==> config.mk <==
export PLATFORM = sky130hd
export DESIGN_NAME = controlador_es_flat
export DESIGN_NICKNAME = d
export VERILOG_FILES = /design/src/rtl/controlador_es_if.sv /design/src/rtl/controlador_es.sv /design/src/flat_wrapper.sv
export SDC_FILE = /design/constraint.sdc
export NUM_CORES = 1
export LEC_CHECK = 0
export CAP_MARGIN = 25
export CORE_MARGIN = 8
export CORE_UTILIZATION = 40
export CTS_BUF_LIST = sky130_fd_sc_hd__clkbuf_8 sky130_fd_sc_hd__clkbuf_16
export DETAILED_ROUTE_END_ITERATION = 10
export GPL_TIMING_DRIVEN = 0
export PLACE_DENSITY = 0.84
export SYNTH_ARGS = -nofsm -noshare
export SYNTH_HDL_FRONTEND = slang
export SYNTH_SLANG_ARGS = --single-unit
==> constraint.sdc <==
create_clock -name clk -period 1.55 [get_ports clk]
set_input_delay 0.2325 -clock clk [delete_from_list [all_inputs] [get_ports clk]]
set_output_delay 0.2325 -clock clk [all_outputs]
set_load 0.01 [all_outputs]
==> src/rtl/controlador_es_if.sv <==
`default_nettype none
// ============================================================================
// Module   : controlador_es_if
// Brief    : Peripheral req/ack bus between the I/O controller and its ports.
// Revision : 1.0 - initial release
// ============================================================================
interface controlador_es_if #(
    parameter int NPUERTOS = 4
);
    logic [NPUERTOS-1:0]   per_req;
    logic                  per_we;
    logic [4:0]            per_dir;
    logic [7:0]            per_dato_sal;
    logic [8*NPUERTOS-1:0] per_dato_ent;
    logic [NPUERTOS-1:0]   per_ack;

    modport master (
        output per_req,
        output per_we,
        output per_dir,
        output per_dato_sal,
        input  per_dato_ent,
        input  per_ack
    );

    modport slave (
        input  per_req,
        input  per_we,
        input  per_dir,
        input  per_dato_sal,
        output per_dato_ent,
        output per_ack
    );
endinterface
`default_nettype wire

==> src/rtl/controlador_es.sv <==
`default_nettype none
// ============================================================================
// Module   : controlador_es
// Brief    : Memory-mapped I/O controller: stalls the CPU while one peripheral
//            port completes a req/ack access, with timeout and error flag.
// Revision : 1.0 - initial release
// ============================================================================
module controlador_es #(
    parameter int NPUERTOS  = 4,
    parameter int TIMEOUT   = 15,
    parameter int ANCHO_CNT = 8
) (
    input  wire logic       clk,
    input  wire logic       reset,
    input  wire logic       activar_es,
    input  wire logic       escribir_es,
    input  wire logic [6:0] direccion_es,
    input  wire logic [7:0] dato_entrada_es,
    output logic      [7:0] dato_salida_es,
    output logic            parar,
    output logic            error_es,
    controlador_es_if.master bus
);

    localparam logic [1:0] c_IDLE   = 2'd0;
    localparam logic [1:0] c_ESPERA = 2'd1;
    localparam logic [1:0] c_FIN    = 2'd2;

    localparam logic [ANCHO_CNT-1:0] c_CNT_MAX = ANCHO_CNT'(TIMEOUT - 1);

    logic [1:0]           r_estado;
    logic [ANCHO_CNT-1:0] r_cnt;
    logic [NPUERTOS-1:0]  r_perReq;
    logic                 r_perWe;
    logic [4:0]           r_perDir;
    logic [7:0]           r_perDatoSal;
    logic [7:0]           r_datoSalida;
    logic                 r_error;

    logic [1:0]           w_puerto;
    logic                 w_mapeado;
    logic [NPUERTOS-1:0]  w_selOneHot;
    logic                 w_ack;
    logic [7:0]           w_datoLeido;

    assign w_puerto  = direccion_es[6:5];
    assign w_mapeado = ({1'b0, w_puerto} < 3'(NPUERTOS));

    generate
        for (genvar k = 0; k < NPUERTOS; k++) begin : g_sel
            assign w_selOneHot[k] = (w_puerto == 2'(k));
        end
    endgenerate

    // r_perReq is one-hot, so masking the acks ignores strays on other ports.
    assign w_ack = |(bus.per_ack & r_perReq);

    always_comb begin
        w_datoLeido = '0;
        for (int k = 0; k < NPUERTOS; k++) begin
            if (r_perReq[k]) begin
                w_datoLeido = w_datoLeido | bus.per_dato_ent[8*k +: 8];
            end
        end
    end

    always_ff @(posedge clk) begin
        if (reset) begin
            r_estado     <= c_IDLE;
            r_cnt        <= '0;
            r_perReq     <= '0;
            r_perWe      <= 1'b0;
            r_perDir     <= '0;
            r_perDatoSal <= '0;
            r_datoSalida <= '0;
            r_error      <= 1'b0;
        end else begin
            case (r_estado)
                c_IDLE: begin
                    if (activar_es) begin
                        r_perDir     <= direccion_es[4:0];
                        r_perWe      <= escribir_es;
                        r_perDatoSal <= dato_entrada_es;
                        r_cnt        <= '0;
                        if (w_mapeado) begin
                            r_perReq <= w_selOneHot;
                            r_estado <= c_ESPERA;
                        end else begin
                            r_datoSalida <= 8'hFF;
                            r_error      <= 1'b1;
                            r_estado     <= c_FIN;
                        end
                    end
                end
                c_ESPERA: begin
                    r_cnt <= r_cnt + 1'b1;
                    // Ack is tested first so an ack on the last cycle beats the timeout.
                    if (w_ack) begin
                        r_perReq <= '0;
                        r_estado <= c_FIN;
                        if (!r_perWe) begin
                            r_datoSalida <= w_datoLeido;
                        end
                    end else if (r_cnt == c_CNT_MAX) begin
                        r_perReq     <= '0;
                        r_datoSalida <= 8'hFF;
                        r_error      <= 1'b1;
                        r_estado     <= c_FIN;
                    end
                end
                c_FIN: begin
                    r_estado <= c_IDLE;
                end
                default: begin
                    r_perReq <= '0;
                    r_estado <= c_IDLE;
                end
            endcase
        end
    end

    // Request cycle stalls combinationally so the PC never advances past an I/O access.
    assign parar = ((r_estado == c_IDLE) && activar_es) || (r_estado == c_ESPERA);

    assign dato_salida_es   = r_datoSalida;
    assign error_es         = r_error;
    assign bus.per_req      = r_perReq;
    assign bus.per_we       = r_perWe;
    assign bus.per_dir      = r_perDir;
    assign bus.per_dato_sal = r_perDatoSal;

endmodule
`default_nettype wire

==> src/flat_wrapper.sv <==
// flat-port wrapper written by rule: the top's interface ports become plain ports
module controlador_es_flat 
#(
    parameter int NPUERTOS  = 4,
    parameter int TIMEOUT   = 15,
    parameter int ANCHO_CNT = 8
)
  (clk, reset, activar_es, escribir_es, direccion_es, dato_entrada_es, dato_salida_es, parar, error_es, bus_per_req, bus_per_we, bus_per_dir, bus_per_dato_sal, bus_per_dato_ent, bus_per_ack);
  controlador_es_if #(.NPUERTOS(NPUERTOS)) bus_i ();
  input  wire logic clk;
  input  wire logic reset;
  input  wire logic activar_es;
  input  wire logic escribir_es;
  input  wire logic [6:0] direccion_es;
  input  wire logic [7:0] dato_entrada_es;
  output logic      [7:0] dato_salida_es;
  output logic parar;
  output logic error_es;
  output wire logic [$bits(bus_i.per_req)-1:0] bus_per_req;
  output wire logic [$bits(bus_i.per_we)-1:0] bus_per_we;
  output wire logic [$bits(bus_i.per_dir)-1:0] bus_per_dir;
  output wire logic [$bits(bus_i.per_dato_sal)-1:0] bus_per_dato_sal;
  input wire logic [$bits(bus_i.per_dato_ent)-1:0] bus_per_dato_ent;
  input wire logic [$bits(bus_i.per_ack)-1:0] bus_per_ack;
  assign bus_per_req = bus_i.per_req;
  assign bus_per_we = bus_i.per_we;
  assign bus_per_dir = bus_i.per_dir;
  assign bus_per_dato_sal = bus_i.per_dato_sal;
  assign bus_i.per_dato_ent = bus_per_dato_ent;
  assign bus_i.per_ack = bus_per_ack;
  controlador_es #(.NPUERTOS(NPUERTOS), .TIMEOUT(TIMEOUT), .ANCHO_CNT(ANCHO_CNT)) u_core (.clk(clk), .reset(reset), .activar_es(activar_es), .escribir_es(escribir_es), .direccion_es(direccion_es), .dato_entrada_es(dato_entrada_es), .dato_salida_es(dato_salida_es), .parar(parar), .error_es(error_es), .bus(bus_i));
endmodule
* Word level (Yosys, flattened, before mapping) *
Cells that the tools add are included.

storage, ports and cells
  register bits = 37
  output and inout bits = 28
  word-level logic and storage cells = 54

operators by class
  $add $sub $neg = 1
  equality and inequality tests = 9
  muxes and demuxes = 17
  bitwise gates (word level) = 6
  reduce and logical (&&, ||, !) cells = 13

operators by type and width
  operator                                                               count
  8-bit two-way mux                                                      8
  8-bit bitwise OR                                                       3
  8-bit one-hot mux with 2 select lines                                  1
  4-bit two-way mux                                                      3
  4-bit one-hot mux with 3 select lines                                  1
  3-bit AND reduction                                                    3
  8-bit by 1-bit adder with 8-bit output, second input constant          1
  8-bit by 4-bit equality test with 1-bit output, second input constant  1
  2-bit equality test, second input constant                             3
  2-bit two-way mux                                                      3
  2-bit AND reduction                                                    3
  4-bit bitwise AND                                                      1
  2-bit by 1-bit equality test with 1-bit output, second input constant  2
  2-bit zero test                                                        2
  2-bit != test, second input constant                                   2
  2-bit one-hot mux with 2 select lines                                  1
  2-bit nonzero test                                                     2
  4-bit OR reduction                                                     1
  3-bit by 1-bit != test with 1-bit output, second input constant        1
  1-bit inverter                                                         2
  1-bit logical AND                                                      1
  1-bit logical OR                                                       1

* Logic depth before layout (Yosys ltp) *
Gate-level depths: netlist (run 1).

  depth after elaboration = 9
  mapped depth = 6
  mapped depth without buffers = 5

* Worst setup path after synthesis (run 1) *
OpenSTA, ideal clock, no wires.

  path kind = reg2reg
  start point = reg u_core.r_perReq[3], in the netlist u_core.bus.per_req[3]
  end point = reg u_core.r_datoSalida[0], in the netlist u_core.dato_salida_es[0]
  library setup time = 86 ps
  data arrival time = 1395 ps
  slack = 68 ps
  cell stages (with the launch flop) = 7
  path buffers = 2
  path through = dfxtp_1 buf_4 a22oi_4 a211oi_4 buf_6 nor2_2 a221oi_2

between the ends
  word-level cells in the longest chain between the ends = 4

RTL lines
  element                                                                      RTL line               text
  start: declaration                                                           controlador_es.sv:33   logic [NPUERTOS-1:0] r_perReq;
  start signal: assignment                                                     controlador_es.sv:86   r_perReq <= w_selOneHot;
  4-bit bitwise AND                                                            controlador_es.sv:56   assign w_ack = |(bus.per_ack & r_perReq);
  4-bit OR reduction                                                           controlador_es.sv:56
  2-bit != test (no source line) / 2-bit nonzero test (equally long branches)  --
  3-bit AND reduction (no source line)                                         --
  end signal: assignment                                                       controlador_es.sv:102  r_datoSalida <= w_datoLeido;
  end: declaration                                                             controlador_es.sv:37   logic [7:0] r_datoSalida;

Parallel ways exist; a longest one is shown, timed or not. The select of a mux whose other input is x is not followed.
A chain may end at the register's enable or synchronous reset.

* Worst setup path after layout (run 1) *
  start point = reg u_core.r_estado[0]
  end point = out parar

between the ends
  word-level cells in the longest chain between the ends = 3

RTL lines
  element                   RTL line               text
  start: declaration        controlador_es.sv:31   logic [1:0] r_estado;
  start signal: assignment  controlador_es.sv:69   r_estado <= c_IDLE;
  start signal: assignment  controlador_es.sv:87   r_estado <= c_ESPERA;
  start signal: assignment  controlador_es.sv:91   r_estado <= c_FIN;
  2-bit zero test           controlador_es.sv:123  assign parar = ((r_estado == c_IDLE) && activar_es) || (r_estado == c_ESPERA);
  1-bit logical AND         controlador_es.sv:123
  1-bit logical OR (*)      controlador_es.sv:123
  end: declaration          flat_wrapper.sv:17     output logic parar;

Every way passes the cells marked *; elsewhere a longest branch is shown, timed or not.

==> results of run 1 <==
## cell usage in the layout (no fill, tap or decap), types with 3 or more instances in the layout
cell type / instances
clkdlybuf4s50_1: 78
a221oi_1: 12
clkbuf_1: 3
inv_1: 5
a21oi_1: 18
nand3_1: 3
a221oi_2: 4
dfxtp_1: 35
a31oi_1: 5
clkbuf_8: 5
buf_6: 7
nor2_1: 17
a22o_1: 10
buf_4: 12
nand2_1: 29
## per-stage QoR
stage               TNS [ns]  utilization (%)  std cells
global route         -0.0140             69.6        338
finish                     0             69.6        338
floorplan                  0                -        189
detailed placement     -9.58             63.6        320
global placement       -9.00             63.6        320
CTS                        0             66.8        331
## metal layers
metal	vias to the layer above	wire length, µm
met5	-	0
met3	8	694
met4	0	68
met1	838	2220
li1	892	-
met2	76	2580
## worst reg2reg max path, cell delays in order (launching register included)
cell      delay, ns
dfxtp_1        0.34
buf_6          0.15
a22oi_2        0.09
a211oi_4       0.28
buf_6          0.20
nor2_2         0.05
a221oi_2       0.24
## area by class of cell
cell class	count	share of cell area, %
multi-input cells	134	32.8
repair buffers	93	32.0
flip-flops and latches	37	26.4
plain buffers	11	2.97
clock buffers	5	2.44
well taps	50	2.22
inverters	5	0.665
clock inverters	3	0.487
## worst min-delay path by stage
stage | endpoint | start | slack [ns]
floorplan | u_core.bus.per_req[2] | direccion_es[6] | 0.37
global placement | u_core.bus.per_dato_sal[0] | u_core.bus.per_dato_sal[0] | 0.44
detailed placement | u_core.bus.per_dato_sal[1] | u_core.bus.per_dato_sal[1] | 0.45
CTS | u_core.dato_salida_es[2] | reset | 0.38
global route | u_core.dato_salida_es[1] | reset | 0.46
finish | u_core.dato_salida_es[1] | reset | 0.40
## flip-flops by register name, indices dropped and copies added, names as in the netlist
name	flops
u_core.bus.per_dato_sal	8
u_core.dato_salida_es	8
u_core.r_cnt	8
u_core.bus.per_dir	5
u_core.bus.per_req	4
u_core.r_estado	2
u_core.bus.per_we	1
u_core.error_es	1
## power breakdown
group	total [µW]	switching [µW]	leakage (µW)	internal, µW
combinational	557	233	0.000703	324
clock	634	329	0.0000491	304
sequential	1040	37.4	0.000302	999
total	2230	600	0.00105	1630
## synthesized netlist by cell type, drive strengths merged, types with 2 or more instances
master	number	area [µm²]
nor3	3	20.0
a22o	10	87.6
nand4	2	12.5
ha	2	25.0
and2	3	20.0
a211oi	3	35.0
a221oi	16	153
clkbuf	3	11.3
inv	5	18.8
a31oi	5	31.3
a21oi	18	90.1
nand2	29	109
and3	2	12.5
a22oi	2	33.8
nor2	20	80.1
nand3	4	32.5
dfxtp	37	741
a32o	2	20.0
buf	10	68.8
## cells by family (layout without fill, tap and decap cells)
group / after synthesis / after routing / share of synthesized area, %
AO/OA/AOI/OAI: 60 / 60 / 28.1
adder cells (fa/ha/maj): 2 / 2 / 1.46
buffers and inverters: 18 / 117 / 5.78
flip-flops: 37 / 37 / 43.3
multiplexers: 1 / 1 / 0.659
AND/OR/NAND/NOR: 71 / 71 / 20.6
## timing repair
action / 4_1_cts / 5_1_grt
setup buffers: 4 / 8
pin swaps: 1 / 3
setup endpoints to repair: 13 / 19
gates resized for setup: 15 / 13
gates cloned: 0 / 0
==> results.md, run 1 <==
- Status: finished clean
- Final WL: 5.56 mm
- Pwr/cell area: 789 nW/µm²
- Final worst slack: 0.0503 ns
- Global Route met2 Usage: 25.9%
- Slew Viols, Final: 0
- Total nets after synthesis: 246
- Met1 Usage GRT: 19.4%
- Critical Path Sink Type: primary output
- Slowest-stage cell, CP: dfxtp_4
- Gr usage total: 16.7%
- Router iterations before antenna repair: 4
- Area post-placement: 2580 µm²
- Slew Limit Headroom: 59.6%
- Worst path depth: 5
- Unique masters post-synth: 42
- Max cap viols: 0
- Reg2reg setup slack: 0.11 ns
- Fraction of layout cells with a size suffix above 1: 18.1%
- WP data arrival: 1.27 ns
- Finished Cell Area: 2820 µm²
- Pleak: 0.00105 µW
- Period utilization: 96.8%
- Clock slew at reported path FFs: 0.07 ns
- H-tree levels: 2
- Worst-margin pin slew: 0.607 ns
- FF+latch count, synth: 37
- CP Launch Type: register
- Met3 Resource Use GR: 6.84%
- FFs w/ async S/R, synth: 0%
- Hold_buf cts: 0
- Power, Total: 2230 µW
- Core area: 4060 µm²
- R2R depth: 6
- Worst setup startpoint: u_core.r_estado[0]
- Layout area overhead: 65.2%
- Port Buffers: 81
- IO Pins: 83
- Crit-path max cell delay: 0.38 ns
- Worst path required time: 1.32 ns
- Count of final hold-check violations: 0
- Peak supply drop: 0.000663 V
- CTS tree: yes
- Diodes inserted: 0
- Clk_lat worst skew: 0.29 ns
- Clock sink count: 37
- Initial DRC count: 69
- Hold Path Depth: 2
- Remaining global-route overflow: 0
- Family with the most delay on the worst path: flip-flops
- Post-Syn Area: 1710 µm²
- Worst r2r src: u_core.bus.per_req[1]
- Minimum clock period: 1.50 ns
- Row count: 23
- Synthesized instance count: 189
- Post-synth EDFFs: 0
- Remaining DRCs: 0
- First-pass GRT wire length: 8.51 mm
- Reg area: 746 µm²
- # fillers: 308
- Largest net degree at the start of global routing: 12
- Vias: 1,814
- Max Clk Rate: 667 MHz
- Worst hold path class: primary input to register
- Top FF cell, synth: dfxtp_1
- Area of the multi-input gates: 927 µm²
- Die height: 81.4 µm
- Num CTS Buffers: 5
- WL/cell: 16.5 µm
- Setup crit end: parar
- Die area: 6620 µm²
- Final setup viols: 0
- Via/cell ratio: 5.37
- Sequential fraction of the synthesis area: 43.3%
- Setup WS pre-CTS: -0.752 ns
- Post-DP HPWL: 4.13 mm
- WP buf/inv: 3
- Critical path class: register to primary output
- Clk root buf: clkbuf_8
- Hold Slack: 0.398 ns
- Maximum fanout along the worst path: 6
- Critical-path cell list: nor2b_2 > buf_4 > nor2_4 > inv_2 > buf_6
- Die boundary width: 81.4 µm
- Synthesized area per cell: 9.04 µm²
- Fin Clk Skew: 0.00446 ns
- GP Congestion: 0.839
- Clk buf depth: 2
- Final-stage net count: 344
- Global route hottest layer: met2
- RR Endpoint: u_core.dato_salida_es[0]
- Initial Utilization: 42.1%
- Vias in the first global route: 1,757
- Final ANT Viol Nets: 0
- Synth warn: 0
- Initial antenna violation count: 0
(Power assumes the default switching activity.)
==> run 2: changes to the inputs <==
--- a/config.mk
+++ b/config.mk
@@ -10,8 +10,7 @@
 export CORE_UTILIZATION = 40
 export CTS_BUF_LIST = sky130_fd_sc_hd__clkbuf_8 sky130_fd_sc_hd__clkbuf_16
 export DETAILED_ROUTE_END_ITERATION = 10
-export GPL_TIMING_DRIVEN = 0
-export PLACE_DENSITY = 0.84
+export PLACE_DENSITY_LB_ADDON = 0.05
 export SYNTH_ARGS = -nofsm -noshare
 export SYNTH_HDL_FRONTEND = slang
 export SYNTH_SLANG_ARGS = --single-unit
==> run 2 against run 1 <==
Compared with the run above:
- combinational power shrank 4%
- clock power grew 3.5%
- die area is the same
- count of clock-buffer cells in the layout grew 1
- worst setup slack gained 0.055 ns
==> results.md, run 2 (synthesized netlist as in run 1, its figures left out) <==
- Met2 routed WL: 2.43 mm
- RR Endpoint: u_core.dato_salida_es[3]
- Remaining DRCs: 0
- CTS tree: yes
- Final WL: 5.28 mm
- Final setup viols: 0
- Hold_buf cts: 0
- Count of final hold-check violations: 0
- WP data arrival: 1.64 ns
- Max Clk Rate: 692 MHz
- Reg2reg setup slack: 0.11 ns
- Critical path class: register to register
- Status: finished clean
- Die area: 6620 µm²
- Most frequent cells in the layout: 77 x clkdlybuf4s50_1, 33 x dfxtp_1, 29 x nand2_1
- Row count: 23
- Clk_lat worst skew: 0.28 ns
- Diodes inserted: 0
- Met1 WL: 2.12 mm
- Max cap viols: 0
- Fin Clk Skew: 0.00311 ns
- Minimum clock period: 1.44 ns
- Final ANT Viol Nets: 0
- Via/cell ratio: 5.37
- Slew Limit Headroom: 75.5%
- Filler-free cell count of the finished design: 333
- # fillers: 333
- Slew Viols, Final: 0
- Remaining global-route overflow: 0
- Setup WS pre-CTS: -0.293 ns
- Gr usage total: 16.2%
- Worst-margin pin slew: 0.367 ns
- IO Pins: 83
- Critical Path Sink Type: register
- Maximum fanout along the worst path: 16
- Router iterations before antenna repair: 4
- Pleak: 0.00107 µW
- Peak supply drop: 0.000684 V
- Worst setup startpoint: u_core.r_estado[0]
- Worst hold path class: register to register
- Top Layer Used: met4
- CP Launch Type: register
- Vias in the first global route: 1,761
- Setup crit end: u_core.dato_salida_es[3]
- Vias: 1,787
- Clk root buf: clkbuf_8
- Worst path required time: 1.74 ns
- R2R depth: 6
- WL met3: 691 µm
- Cells after DPL: 326
- Port Buffers: 82
- GP Congestion: 0.771
- Core area: 4060 µm²
- Initial antenna violation count: 0
- WL/cell: 15.8 µm
- Die boundary width: 81.4 µm
- Final worst slack: 0.106 ns
- Setup Buffers After CTS: 0
- Final-stage net count: 340
- Clock slew at reported path FFs: 0.07 ns
- Pwr/cell area: 802 nW/µm²
- H-tree levels: 2
- Period utilization: 93.2%
- Most common cell after layout, fill and taps aside: clkdlybuf4s50_1
- Power, Total: 2230 µW
- Initial Utilization: 42.1%
- Fraction of layout cells with a size suffix above 1: 16.6%
- Post-DP HPWL: 4.13 mm
- Worst r2r src: u_core.r_estado[0]
- RSZ-0062 raised after global routing: false
- First-pass GRT wire length: 8.47 mm
- Die height: 81.4 µm
- Clock sink count: 37
- Hold Slack: 0.453 ns
- Largest net degree at the start of global routing: 18
- Clk buf depth: 2
- Num CTS Buffers: 5
- Layout area overhead: 62.5%
- Initial DRC count: 48
- Final core occ: 68.5%
[run 2: changes by cell type in the layout (fill, tap and decap cells not counted), moves of 2 or more]
cell            change
buf_4               +5
buf_6               -7
clkbuf_1            -3
clkinv_2            -2
dfxtp_1             -2
dfxtp_2             +2
dlymetal6s2s_1      +2
[run 2: worst min-delay path by stage]
stage,cells past startpoint,slack (ns),from,end
final,2,0.45,u_core.bus.per_dir[3],u_core.bus.per_dir[3]
after global routing,2,0.47,u_core.bus.per_dir[3],u_core.bus.per_dir[3]
after CTS,2,0.45,u_core.bus.per_dir[3],u_core.bus.per_dir[3]
after detailed placement,2,0.45,u_core.bus.per_dir[3],u_core.bus.per_dir[3]
after global placement,2,0.44,u_core.bus.per_dir[3],u_core.bus.per_dir[3]
after floorplan,1,0.37,direccion_es[6],u_core.bus.per_req[2]
[run 2: what timing repair did]
item / in CTS / in global routing
pin swaps: 0 / 1
endpoints found under the setup margin: 4 / 14
resized for setup: 6 / 11
[run 2: area by class of cell]
type	count	area (µm²)	share of cell area (%)
well taps	50	62.6	2.25
clock buffers	6	82.6	2.97
repair buffers	100	966	34.8
flip-flops and latches	37	748	26.9
clock inverters	1	3.75	0.135
multi-input cells	134	896	32.3
inverters	5	18.8	0.676
[run 2: metal layers]
metal,vias to the layer above,track usage [%]
met5,-,0
met2,62,26.4
met4,0,5.36
met1,838,19.2
li1,882,-
met3,5,6.07
[run 2: power breakdown]
part	internal, µW	switching, µW	leakage (µW)
combinational	316	221	0.000722
sequential	1000	35.9	0.000303
clock	346	310	0.0000485
total	1660	567	0.00107
[run 2: critical path, cell delays in order, from the launching register on]
cell and delay (ns):
dfxtp_4 0.38, buf_4 0.13, nand2b_4 0.09, a211oi_4 0.26, buf_12 0.18, nor2_1 0.05
a221oi_1 0.26
[run 2: stage by stage]
step | instance area, µm² | setup TNS (ns)
after global placement | 2660 | -4.84
after detailed placement | 2660 | -5.26
after global routing | 2780 | 0
after floorplan | 1710 | 0
final | 2780 | 0
after CTS | 2750 | 0
==> run 3: changes to the inputs <==
--- a/config.mk
+++ b/config.mk
@@ -5,6 +5,7 @@
 export SDC_FILE = /design/constraint.sdc
 export NUM_CORES = 1
 export LEC_CHECK = 0
+export ABC_CLOCK_PERIOD_IN_PS = 1550
 export CAP_MARGIN = 25
 export CORE_MARGIN = 8
 export CORE_UTILIZATION = 40
==> results of run 3 <==
The final DEF is identical to that of run 2; final timing and power are the same.
==> RTL change 1: new RTL, config.mk and constraints of run 1 <==
`NPUERTOS` is set to 4 in 3 places; all go to 2.
--- a/src/rtl/controlador_es_if.sv
+++ b/src/rtl/controlador_es_if.sv
@@ -7,3 +7,3 @@
 interface controlador_es_if #(
-    parameter int NPUERTOS = 4
+    parameter int NPUERTOS = 2
 );
--- a/src/rtl/controlador_es.sv
+++ b/src/rtl/controlador_es.sv
@@ -8,3 +8,3 @@
 module controlador_es #(
-    parameter int NPUERTOS  = 4,
+    parameter int NPUERTOS  = 2,
     parameter int TIMEOUT   = 15,
--- a/src/flat_wrapper.sv
+++ b/src/flat_wrapper.sv
@@ -3,3 +3,3 @@
 #(
-    parameter int NPUERTOS  = 4,
+    parameter int NPUERTOS  = 2,
     parameter int TIMEOUT   = 15,
Interface: changed (resized bus_per_ack, bus_per_dato_ent and bus_per_req); port bits go from 83 to 63. The function was not compared with the original's and may differ.
==> RTL change 1 against run 1 <==
  * The run now ends with setup timing left
  * Synthesized cell count decreased by 3.7%
  * Highest routed layer unchanged
  * Worst setup slack worse by 400 ps
  * Routed wire length shrank 19%
  * Critical endpoint is now u_core.bus.per_req[1]$_SDFFE_PP0P_
  * Combinational power fell by 3%
  * Sequential cell count fell by 2
  * Total power increased by 1.7%
  * Final area down 12%
  * Register-to-register slack got worse by 450 ps
  * Critical path type is now register to register
  * Area after synthesis fell by 8.0%
  * Largest cell class is now multi-input gates
==> RTL change 1: results (changes against run 1) <==
{
  "drt": {
    "wl_final": {"value": 4.525, "unit": "mm", "change": "-19%"},
    "dr_wl_met3": {"value": 534, "unit": "microns", "change": "-23%"}
  },
  "min_path": {
    "whs_endpoint": "u_core.dato_salida_es[6]$_SDFFE_PP0P_"
  },
  "setup_path": {
    "r2r.worst_path.cells": {"value": 4, "change": "-2"},
    "cp-startpoint": "u_core.r_cnt[4]$_SDFFE_PP0P_",
    "max_stage_delay": {"value": 540, "unit": "ps", "change": "+160 ps"},
    "critPathCapture": "u_core.bus.per_req[1]$_SDFFE_PP0P_",
    "critical-path-slowest-cell": "sky130_fd_sc_hd__or4_4"
  },
  "placement": {
    "dpl_worst_slack": {"value": -1075, "unit": "ps", "change": "-323.4 ps"},
    "buffer_ports.inserted": {"value": 61, "change": "-25%"},
    "place_hpwl": {"value": 3.167, "unit": "mm", "change": "-23%"},
    "place_area": {"value": 2245, "unit": "sq um", "change": "-13%"}
  },
  "sta": {
    "worst_setup_skew_after_layout": {"value": 3.965, "unit": "ps", "change": "-0.4929 ps"},
    "timing.final.ws_setup": {"value": -345.0, "unit": "ps", "change": "-395.3 ps"},
    "final.setup.tns": {"value": -1590, "unit": "ps", "change": "-1590 ps"},
    "setup-violations-final": {"value": 12, "change": "+12"},
    "holdWs": {"value": 166.6, "unit": "ps", "change": "-231.2 ps"}
  },
  "global_routing": {
    "globalRouteTotalUtil": {"value": 14.39, "unit": "%", "change": "-2.3 points"},
    "grt_start_max_net_pins": {"value": 11, "change": "-1"},
    "first_global_vias": {"value": 1657, "change": "-5.7%"},
    "met3_usage": {"value": 7.207, "unit": "%", "change": "+0.36 points"},
    "groute.layer.met1.usage": {"value": 15.21, "unit": "%", "change": "-4.1 points"},
    "global_route_wire_length_before_repair": {"value": 7.369, "unit": "mm", "change": "-13%"}
  },
  "synthesis": {
    "syn-instance-count": {"value": 182, "change": "-3.7%"},
    "synth_seq_area_share": {"value": 44.55, "unit": "%", "change": "+1.2 points"},
    "synth_commonest_cells": "sky130_fd_sc_hd__dfxtp_1, sky130_fd_sc_hd__nand2_1, sky130_fd_sc_hd__a21oi_1",
    "synth_cell_type_count": {"value": 34, "change": "-19%"}
  },
  "final_layout": {
    "finish.net_count": {"value": 292, "change": "-15%"},
    "layout_cell_share_with_drive_strength_beyond_1": {"value": 17.72, "unit": "%", "change": "-0.34 points"}
  },
  "power": {
    "cellLeakagePower": {"value": 0.9284, "unit": "nW", "change": "-12%"},
    "internal_power": {"value": 1.661, "unit": "mW", "change": "+2.1%"}
  },
  "outcome": {
    "failed_checks": "setup timing",
    "result_of_the_run": "finished, violations left"
  }
}
## RTL change 1: layout make-up
cell class,instances,area (sq um)
sequential,35,711.9
multi-input combinational,125,844.6
fill,311,1225
timing repair buffer,67,651.9
clock buffer,7,96.34
tap,48,60.06
buffer,8,81.33
inverter,11,41.29
clock inverter,1,3.754
## RTL change 1: cell families after synthesis
kind of cell | count (synthesis) | synth area share [%]
simple gates | 66 | 19.41
mux | 3 | 2.148
flops | 35 | 44.55
buf+inv | 22 | 8.751
compound gates | 54 | 23.55
fa+ha+maj | 2 | 1.591
## RTL change 1: power groups by stage
stage	sequential, mW	clock, mW	combinational (mW)
6_report	1.01	0.719	0.539
5_1_grt	1.02	0.770	0.586
4_1_cts	1.01	0.735	0.531
3_5_place_dp	1.02	0	0.480
3_3_place_gp	1.02	0	0.472
2_1_floorplan	1.05	0	0.191
## RTL change 1: repair_timing
action / 4_1_cts / 5_1_grt
setup endpoints to repair: 29 / 24
gates resized for setup: 31 / 4
pin swaps: 11 / 4
setup buffers: 4 / 2
==> RTL change 2: new RTL, settings of run 1 <==
Without the edit above. Make the reset (`reset`) asynchronous in one clocked block.
--- a/src/rtl/controlador_es.sv
+++ b/src/rtl/controlador_es.sv
@@ -66,3 +66,3 @@
 
-    always_ff @(posedge clk) begin
+    always_ff @(posedge clk or posedge reset) begin
         if (reset) begin
Behaviour: differs if reset is asserted again (counterexample within 4 cycles, from zero or initial values and one cycle with reset high); with reset held inactive, the same outputs for 10 cycles.
==> RTL change 2 against run 1 <==
  * The run now ends with setup timing left
  * Final area rose by 0.75%
  * Worst setup slack worse by 85 ps
  * Sequential cell count stayed put
  * Worst hold slack worse by 1.0 ps
  * Count of clock-buffer cells in the layout stayed put
  * Routed wire length is 1.7% lower
  * Area after synthesis rose by 4.7%
  * Critical path type is now register to register
  * Largest cell class unchanged
Power is not compared: it rests on default switching activity, and its combinational part moved more than twofold at a synthesized area within 25%.
==> RTL change 2: results (changes against run 1) <==
{
  "synthesis": {
    "synth_compound_area_share": {"value": 19.51, "unit": "%", "change": "-8.6 points"},
    "synth_cell_type_count": {"value": 35, "change": "-17%"},
    "post_synth_main_area_contributors": "sky130_fd_sc_hd__dfrtp_1, sky130_fd_sc_hd__nand2_1, sky130_fd_sc_hd__a22oi_1",
    "synth.net_count": {"value": 233, "change": "-5.3%"},
    "synth_async_sr_flop_share": {"value": 100.0, "unit": "%", "change": "+100 points"},
    "synth_commonest_cells": "sky130_fd_sc_hd__nand2_1, sky130_fd_sc_hd__dfrtp_1, sky130_fd_sc_hd__a22oi_1",
    "muxShareOfSynthArea": {"value": 1.678, "unit": "%", "change": "+1.0 points"},
    "synth_seq_area_share": {"value": 51.75, "unit": "%", "change": "+8.4 points"}
  },
  "min_path": {
    "hold_path.class": "input port to asynchronous set/reset pin"
  },
  "setup_path": {
    "arrival": {"value": 1820, "unit": "ps", "change": "+550 ps"},
    "max_stage_delay": {"value": 510, "unit": "ps", "change": "+130 ps"},
    "critical_path.reg2reg.startpoint": "u_core.r_cnt[0]$_DFFE_PP0P_",
    "r2r_slack": {"value": -30, "unit": "ps", "change": "-140 ps"},
    "critPathCapture": "u_core.dato_salida_es[7]$_DFFE_PP0P_"
  },
  "sta": {
    "maxSlewHeadroom": {"value": 44.20, "unit": "%", "change": "-15 points"},
    "timing.final.ws_setup": {"value": -34.47, "unit": "ps", "change": "-84.76 ps"},
    "setup-violations-final": {"value": 4, "change": "+4"}
  },
  "outcome": {
    "result_of_the_run": "finished, violations left",
    "failed_checks": "setup timing"
  },
  "placement": {
    "post-place-cells": {"value": 311, "change": "-2.8%"},
    "dpl_worst_slack": {"value": -405.5, "unit": "ps", "change": "+346.5 ps"},
    "place_hpwl": {"value": 4.101, "unit": "mm", "change": "-0.62%"},
    "buffer_ports.inserted": {"value": 82, "change": "+1.2%"},
    "place.gp.congestion": {"value": 0.7985, "change": "-4.8%"}
  },
  "global_routing": {
    "globalRouteTotalUtil": {"value": 15.94, "unit": "%", "change": "-0.72 points"},
    "grt_start_max_net_pins": {"value": 21, "change": "+9"}
  },
  "final_layout": {
    "layout_cell_share_with_drive_strength_beyond_1": {"value": 11.44, "unit": "%", "change": "-6.6 points"},
    "finish.net_count": {"value": 327, "change": "-4.9%"},
    "area_growth_pct": 59.02
  },
  "drt": {
    "dr_total_vias": {"value": 1711, "change": "-5.7%"},
    "drt_iter0_drc": {"value": 96, "change": "+39%"}
  }
}
[RTL change 2: area by class of cell]
type	count	area share, %
flip-flops and latches	37	32.59
repair buffers	86	30.56
multi-input cells	128	28.89
clock buffers	5	2.419
well taps	52	2.287
plain buffers	9	2.067
clock inverters	3	0.7916
inverters	3	0.3958
[RTL change 2: worst max-delay path, delay by kind of cell, from the launching register on]
kind | cells | cell delay (ps)
buffers and inverters | 1 | 60
AND/OR/NAND/NOR | 3 | 810
AO/OA/AOI/OAI | 1 | 130
adder cells (fa/ha/maj) | 1 | 150
flip-flops | 1 | 380
[RTL change 2: what timing repair did]
item	in CTS	in global routing
cloned	1	0
setup buffers	3	0
endpoints found under the setup margin	24	25
pin swaps	5	1
gates resized for setup	5	3
[RTL change 2: per-layer routing]
layer  global-route usage [%]  wire [microns]  vias to the layer above
met5                        0               0                        -
met4                    6.230             132                        0
met3                    4.980             426                       10
met2                    25.39            2606                       76
met1                    19.53            2302                      810
li1                         -               -                      815
